File: config.mk
export PLATFORM = sky130hd
export DESIGN_NAME = seq_pattern_tx_flat
export DESIGN_NICKNAME = d
export VERILOG_FILES = /design/src/rtl/seq_tx_pkg.sv /design/src/rtl/seq_pattern_tx_if.sv /design/src/rtl/seq_tx_shreg.sv /design/src/rtl/seq_pattern_tx.sv /design/src/flat_wrapper.sv
export SDC_FILE = /design/constraint.sdc
export NUM_CORES = 1
export LEC_CHECK = 0
export CAP_MARGIN = 5
export CORE_MARGIN = 2
export CORE_UTILIZATION = 40
export CTS_CLUSTER_SIZE = 12
export DETAILED_ROUTE_END_ITERATION = 12
export GPL_TIMING_DRIVEN = 0
export PLACE_DENSITY = 0.69
export SETUP_SLACK_MARGIN = 0.5
export SYNTH_ARGS = -nofsm -noshare
export SYNTH_HDL_FRONTEND = slang
export SYNTH_SLANG_ARGS = --single-unit
File: constraint.sdc
create_clock -name clk -period 3.6 [get_ports clk]
set_input_delay 0.54 -clock clk [delete_from_list [all_inputs] [get_ports clk]]
set_output_delay 0.54 -clock clk [all_outputs]
set_load 0.01 [all_outputs]
File: src/rtl/seq_tx_pkg.sv
// Shared types and constants for the serial pattern transmitter.
// State encoding, length-width helper and default sizing.
package seq_tx_pkg;

  localparam int DEF_WIDTH      = 8;
  localparam int DEF_GAP_CYCLES = 1;

  typedef enum logic [1:0] {
    ST_IDLE,
    ST_SHIFT,
    ST_PAR,
    ST_GAP
  } state_e;

  // Bits needed to hold a length in 0..width inclusive.
  function automatic int len_w(input int width);
    return $clog2(width + 1);
  endfunction

endpackage

File: src/rtl/seq_pattern_tx_if.sv
// Pattern-in handshake plus serial-out bundle for seq_pattern_tx.
// master = pattern source / serial sink, slave = the transmitter.
interface seq_pattern_tx_if #(
  parameter int WIDTH = seq_tx_pkg::DEF_WIDTH
) ();
  localparam int LEN_W = seq_tx_pkg::len_w(WIDTH);

  logic             in_valid;
  logic             in_ready;
  logic [WIDTH-1:0] pattern_data;
  logic [LEN_W-1:0] pattern_len;
  logic             dout;
  logic             dout_valid;
  logic             busy;
  logic             done;

  modport master (
    output in_valid, pattern_data, pattern_len,
    input  in_ready, dout, dout_valid, busy, done
  );

  modport slave (
    input  in_valid, pattern_data, pattern_len,
    output in_ready, dout, dout_valid, busy, done
  );
endinterface

File: src/rtl/seq_tx_shreg.sv
// Loadable MSB-aligned shift register with remaining-bit down-counter.
// head_bit is the first bit of the word being loaded; cur_bit/last describe the word in flight.
module seq_tx_shreg #(
  parameter int WIDTH = 8,
  parameter int LEN_W = 4
) (
  input  logic             clk,
  input  logic             reset,
  input  logic             load,
  input  logic             shift,
  input  logic [WIDTH-1:0] data,
  input  logic [LEN_W-1:0] len,
  output logic             head_bit,
  output logic             cur_bit,
  output logic             last
);
  logic [WIDTH-1:0] aligned;
  logic [WIDTH-1:0] sr_q, sr_d;
  logic [LEN_W-1:0] cnt_q, cnt_d;

  // Left-align so the first bit to send always sits at the MSB.
  assign aligned  = data << (LEN_W'(WIDTH) - len);
  assign head_bit = aligned[WIDTH-1];
  assign cur_bit  = sr_q[WIDTH-1];
  assign last     = (cnt_q == '0);

  // The head bit leaves on load, so the register holds only the bits still to come.
  always_comb begin
    sr_d  = sr_q;
    cnt_d = cnt_q;
    if (load) begin
      sr_d  = aligned << 1;
      cnt_d = len - LEN_W'(1);
    end else if (shift) begin
      sr_d  = sr_q << 1;
      cnt_d = cnt_q - LEN_W'(1);
    end
  end

  always_ff @(posedge clk) begin
    if (reset) begin
      sr_q  <= '0;
      cnt_q <= '0;
    end else begin
      sr_q  <= sr_d;
      cnt_q <= cnt_d;
    end
  end
endmodule

File: src/rtl/seq_pattern_tx.sv
// Serial pattern transmitter: accepts a word+length, sends it MSB-first one bit per clock, then idles GAP_CYCLES.
// Optional even-parity trailer bit when SEQ_PATTERN_TX_PARITY_EN is defined.
module seq_pattern_tx
  import seq_tx_pkg::*;
#(
  parameter int WIDTH      = DEF_WIDTH,
  parameter int GAP_CYCLES = DEF_GAP_CYCLES
) (
  input  logic             clk,
  input  logic             reset,
  seq_pattern_tx_if.slave  bus
);
  localparam int LEN_W = len_w(WIDTH);
  localparam int GAP_W = (GAP_CYCLES > 1) ? $clog2(GAP_CYCLES) : 1;

  // Where a finished pattern goes: straight to IDLE with done, or into the gap.
  localparam state_e          END_ST   = (GAP_CYCLES == 0) ? ST_IDLE : ST_GAP;
  localparam logic            END_DONE = (GAP_CYCLES == 0);
  localparam logic [GAP_W-1:0] GAP_LOAD = GAP_W'((GAP_CYCLES > 0) ? GAP_CYCLES - 1 : 0);

  state_e           state_q, state_d;
  logic [GAP_W-1:0] gap_cnt_q, gap_cnt_d;
  logic             dout_q, dout_d;
  logic             dout_valid_q, dout_valid_d;
  logic             busy_q, busy_d;
  logic             done_q, done_d;
  logic             in_ready_q, in_ready_d;
`ifdef SEQ_PATTERN_TX_PARITY_EN
  logic             par_q, par_d;
`endif

  logic             accept;
  logic [LEN_W-1:0] len_eff;
  logic             load, shift;
  logic             head_bit, cur_bit, last;

  assign accept  = bus.in_valid && in_ready_q;
  assign len_eff = (bus.pattern_len > LEN_W'(WIDTH)) ? LEN_W'(WIDTH) : bus.pattern_len;

  seq_tx_shreg #(.WIDTH(WIDTH), .LEN_W(LEN_W)) u_shreg (
    .clk      (clk),
    .reset    (reset),
    .load     (load),
    .shift    (shift),
    .data     (bus.pattern_data),
    .len      (len_eff),
    .head_bit (head_bit),
    .cur_bit  (cur_bit),
    .last     (last)
  );

  always_comb begin
    state_d      = state_q;
    gap_cnt_d    = gap_cnt_q;
    dout_d       = 1'b0;
    dout_valid_d = 1'b0;
    done_d       = 1'b0;
    load         = 1'b0;
    shift        = 1'b0;
`ifdef SEQ_PATTERN_TX_PARITY_EN
    par_d        = par_q;
`endif
    case (state_q)
      ST_IDLE: begin
        if (accept) begin
          if (len_eff != '0) begin
            state_d      = ST_SHIFT;
            load         = 1'b1;
            dout_d       = head_bit;
            dout_valid_d = 1'b1;
`ifdef SEQ_PATTERN_TX_PARITY_EN
            par_d        = head_bit;
`endif
          end else begin
            state_d   = END_ST;
            done_d    = END_DONE;
            gap_cnt_d = GAP_LOAD;
          end
        end
      end
      ST_SHIFT: begin
        if (!last) begin
          shift        = 1'b1;
          dout_d       = cur_bit;
          dout_valid_d = 1'b1;
`ifdef SEQ_PATTERN_TX_PARITY_EN
          par_d        = par_q ^ cur_bit;
`endif
        end else begin
`ifdef SEQ_PATTERN_TX_PARITY_EN
          state_d      = ST_PAR;
          dout_d       = par_q;
          dout_valid_d = 1'b1;
`else
          state_d   = END_ST;
          done_d    = END_DONE;
          gap_cnt_d = GAP_LOAD;
`endif
        end
      end
`ifdef SEQ_PATTERN_TX_PARITY_EN
      ST_PAR: begin
        state_d   = END_ST;
        done_d    = END_DONE;
        gap_cnt_d = GAP_LOAD;
      end
`endif
      ST_GAP: begin
        if (gap_cnt_q == '0) begin
          state_d = ST_IDLE;
          done_d  = 1'b1;
        end else begin
          gap_cnt_d = gap_cnt_q - GAP_W'(1);
        end
      end
      default: state_d = ST_IDLE;
    endcase
    in_ready_d = (state_d == ST_IDLE);
    busy_d     = (state_d != ST_IDLE);
  end

  always_ff @(posedge clk) begin
    if (reset) begin
      state_q      <= ST_IDLE;
      gap_cnt_q    <= '0;
      dout_q       <= 1'b0;
      dout_valid_q <= 1'b0;
      busy_q       <= 1'b0;
      done_q       <= 1'b0;
      in_ready_q   <= 1'b0;
`ifdef SEQ_PATTERN_TX_PARITY_EN
      par_q        <= 1'b0;
`endif
    end else begin
      state_q      <= state_d;
      gap_cnt_q    <= gap_cnt_d;
      dout_q       <= dout_d;
      dout_valid_q <= dout_valid_d;
      busy_q       <= busy_d;
      done_q       <= done_d;
      in_ready_q   <= in_ready_d;
`ifdef SEQ_PATTERN_TX_PARITY_EN
      par_q        <= par_d;
`endif
    end
  end

  assign bus.dout       = dout_q;
  assign bus.dout_valid = dout_valid_q;
  assign bus.busy       = busy_q;
  assign bus.done       = done_q;
  assign bus.in_ready   = in_ready_q;
endmodule

File: src/flat_wrapper.sv
// flat-port wrapper written by rule: the top's interface ports become plain ports
module seq_pattern_tx_flat import seq_tx_pkg::*;
#(
  parameter int WIDTH      = DEF_WIDTH,
  parameter int GAP_CYCLES = DEF_GAP_CYCLES
)
  (clk, reset, bus_in_valid, bus_pattern_data, bus_pattern_len, bus_in_ready, bus_dout, bus_dout_valid, bus_busy, bus_done);
  seq_pattern_tx_if #(.WIDTH(WIDTH)) bus_i ();
  input  logic clk;
  input  logic reset;
  input wire logic [$bits(bus_i.in_valid)-1:0] bus_in_valid;
  input wire logic [$bits(bus_i.pattern_data)-1:0] bus_pattern_data;
  input wire logic [$bits(bus_i.pattern_len)-1:0] bus_pattern_len;
  output wire logic [$bits(bus_i.in_ready)-1:0] bus_in_ready;
  output wire logic [$bits(bus_i.dout)-1:0] bus_dout;
  output wire logic [$bits(bus_i.dout_valid)-1:0] bus_dout_valid;
  output wire logic [$bits(bus_i.busy)-1:0] bus_busy;
  output wire logic [$bits(bus_i.done)-1:0] bus_done;
  assign bus_i.in_valid = bus_in_valid;
  assign bus_i.pattern_data = bus_pattern_data;
  assign bus_i.pattern_len = bus_pattern_len;
  assign bus_in_ready = bus_i.in_ready;
  assign bus_dout = bus_i.dout;
  assign bus_dout_valid = bus_i.dout_valid;
  assign bus_busy = bus_i.busy;
  assign bus_done = bus_i.done;
  seq_pattern_tx #(.WIDTH(WIDTH), .GAP_CYCLES(GAP_CYCLES)) u_core (.clk(clk), .reset(reset), .bus(bus_i));
endmodule
==> results.yml <==
min_path:
  min_path_type: "input port to flop"
  whs_path_depth: 2
clocking:
  cts_tree: "done"
  h-tree-depth: 1
  post_cts_buffers: 0
  cts_buffer_depth: 2
  holdBufCountCts: 0
  insertion_delay_ns: 0.29
  clock_sinks: 18
  cts-root-buf: "clkbuf_4"
  path_clk_slew_ns: 0.10
  cts_inserted_buffers: 3
detailed_routing:
  drc: 0
  viasPerCell: 5.72
  finalWirelength_um: 2720
  wl_per_cell_um: 14.1
  drtAntennaViolNets: 0
  firstDrtPassIters: 4
  vias: 1099
  first_iter_violations: 45
worst_setup_path:
  path_max_fanout: 10
  crit_path_cell_trace: "dlymetal6s2s_1 -> nor2b_1 -> buf_2 -> inv_2 -> ha_2 -> nor3b_2 -> nand2b_1 -> buf_6 -> clkbuf_8 -> nor2_1 -> a21oi_1 -> ha_1 -> nand2_1 -> a31oi_1 -> a21oi_1"
  slowest_stage: "ha_2"
  worstRegToRegCells: 10
  path_buf_inv: 5
  critical-path-max-stage-delay_ns: 0.23
  arrival_ns: 2.80
  path_depth: 15
  start_kind: "input port"
  crit_type: "input port to flop"
  path_delay_family: "buffers and inverters"
  crit_required_ns: 3.79
  cp-end-kind: "flop"
  critPathMostFrequentCell: "a21oi_1"
floorplanning:
  die_w_um: 59.1
  start_util_pct: 40.8
  coreArea_um2: 2980
  die_h_um: 59.1
  num_rows: 20
  dieArea_um2: 3500
  ios: 20
timing:
  max_freq_ghz: 0.383
  slew_headroom_pct: 56.6
  skew_ns: 0.00909
  final.setup.tns_ns: 0
  final_hold_viol_count: 0
  worst_pin_slew_ns: 0.649
  drv_slew: 0
  setup_viol: 0
  min_period_ns: 2.61
  min_period_over_period_pct: 72.6
  rsz0062_at_grt: "no"
power:
  p_switching_uw: 153
  internal-power_uw: 332
  p_sw_share_pct: 31.5
  clkPwrFrac_pct: 20.0
  power.leakage_nw: 0.526
  vdd_drop_max_v: 0.000240
  power.density_nw_per_um2: 334
  pwr-share-seq_pct: 47.3
  power_frac_comb_pct: 32.7
outcome:
  status: "finished, final reports clean"
placed_design:
  placed_area_um2: 1420
  gp_congestion: 0.796
  port_buffers: 16
  dpl.hpwl_um: 2120
synthesis:
  synth_cell_types: 41
  synthTopCellsByArea: "dfxtp_1, mux2_2, nor2_1, a32oi_1, nand2_1"
  synth-main-ff-cell: "dfxtp_1"
  syn_nets: 157
  async_flop_share_pct: 0
  synth_edf_count: 0
  ys_seq_area_share_pct: 29.6
  synth_area_um2: 1220
  syn_avg_cell_area_um2: 8.69
  synth_top_area_cell: "dfxtp_1"
  synth_seq_cells: 18
  synth_top_area_share_pct: 29.6
  yosysWarnings: 0
  synthCells: 140
grt:
  grt_max_degree: 11
  grt_pass1_wl_um: 4660
  gr-total-overflow: 0
  antenna_found_initial: 0
  grt_util_all_layers_pct: 17.3
  grt_pass1_vias: 1080
finish:
  antenna_cells: 0
  fin_area_um2: 1450
  area_growth_pct: 19.2
  fillCellCount: 300
  finalNetCount: 178
  drive_gt1_share_pct: 20.1
flow_run:
  max-cap-violations: 0
## metrics by stage
step	power (mW)	util (%)	std cells	hold WS, ns	setup WS, ns
2_1_floorplan	0.343	-	140	0.420	0.968
3_3_place_gp	0.386	47.6	189	0.436	0.161
3_5_place_dp	0.391	47.6	189	0.453	0.166
4_1_cts	0.488	48.5	192	0.449	0.554
5_1_grt	0.519	48.7	192	0.443	0.838
6_report	0.485	48.7	192	0.453	0.987
## routing by layer
layer  global-route usage (%)  up-vias  routed length (µm)
met4                     3.90        0                  26
met2                     30.8       20                1390
met1                     20.8      519                1220
met3                     4.59        5                  81
li1                         -      555                   -
met5                        0        -                   0
## cell usage in the layout (no fill, tap or decap), types with 3 or more instances in the layout
cell / n
a211oi_1: 4
a21oi_1: 7
a31oi_1: 3
a32oi_1: 7
buf_4: 3
buf_6: 3
clkbuf_4: 3
clkdlybuf4s50_1: 15
dfxtp_1: 18
mux2_2: 8
nand2_1: 13
nand3_1: 6
nor2_1: 18
o211ai_1: 3
o21ai_0: 4
xnor2_1: 3
## kinds of logic (layout without fill, tap and decap cells)
logic type / after synthesis / in the layout / synth area share, %
xor+xnor: 4 / 4 / 2.88
flops: 18 / 18 / 29.6
fa+ha+maj: 2 / 2 / 2.06
mux: 12 / 12 / 11.2
buf+inv: 12 / 31 / 7.51
compound gates: 37 / 37 / 23.3
simple gates: 55 / 55 / 23.5
## sequential cells by signal, summed over array words and instances (netlist names)
| register | flops |
|---|---|
| u_core.bus.dout | 1 |
| u_core.bus.in_ready | 1 |
| u_core.bus.dout_valid | 1 |
| u_core.state_q | 2 |
| u_core.u_shreg.cnt_q | 4 |
| u_core.bus.busy | 1 |
| u_core.u_shreg.sr_q | 7 |
| u_core.bus.done | 1 |
## layout make-up
cell class,count,area (µm²),area share [%]
Timing Repair Buffer,16,163,11.2
Inverter,3,11.3,0.777
Buffer,9,80.1,5.52
Multi-Input combinational cell,110,772,53.2
Sequential cell,18,360,24.8
Tap cell,33,41.3,2.85
Clock buffer,3,22.5,1.55
## cell usage after synthesis, types with 2 or more instances
| cell type | instances |
|---|---|
| mux2i_1 | 2 |
| and2b_2 | 2 |
| nor3_1 | 2 |
| a311oi_1 | 2 |
| nor2_1 | 18 |
| o21ai_0 | 4 |
| o211ai_1 | 3 |
| a32oi_1 | 7 |
| xnor2_1 | 3 |
| buf_2 | 2 |
| o21a_1 | 2 |
| inv_1 | 3 |
| nor3b_1 | 3 |
| nand2_1 | 13 |
| a21oi_1 | 7 |
| a31oi_1 | 3 |
| nand3_1 | 6 |
| buf_4 | 3 |
| buf_6 | 3 |
| nand4_1 | 2 |
| a211oi_1 | 4 |
| ha_1 | 2 |
| nand2b_1 | 2 |
| mux2_2 | 8 |
| dfxtp_1 | 18 |
## final timing paths
kind | from | end | slack (ns)
worst max-delay path | bus_pattern_len[0] | u_core.u_shreg.cnt_q[2] | 0.99
worst min-delay path | reset | u_core.u_shreg.cnt_q[2] | 0.45
worst max register to register | u_core.state_q[1] | u_core.u_shreg.cnt_q[2] | 1.69
worst min register to register | u_core.state_q[0] | u_core.bus.done | 0.45
## what timing repair did
item	CTS	global route
endpoints found under the setup margin	1	3
gates cloned	0	0
gates resized for setup	1	3
## power by group through the flow
stage / Clock, mW / Sequential [mW] / Combinational (mW)
after floorplan: 0 / 0.233 / 0.110
after global placement: 0 / 0.233 / 0.154
after detailed placement: 0 / 0.234 / 0.157
after CTS: 0.101 / 0.229 / 0.158
after global routing: 0.113 / 0.232 / 0.175
final: 0.0971 / 0.229 / 0.158
Note: power is estimated with default switching activity, not from simulation.
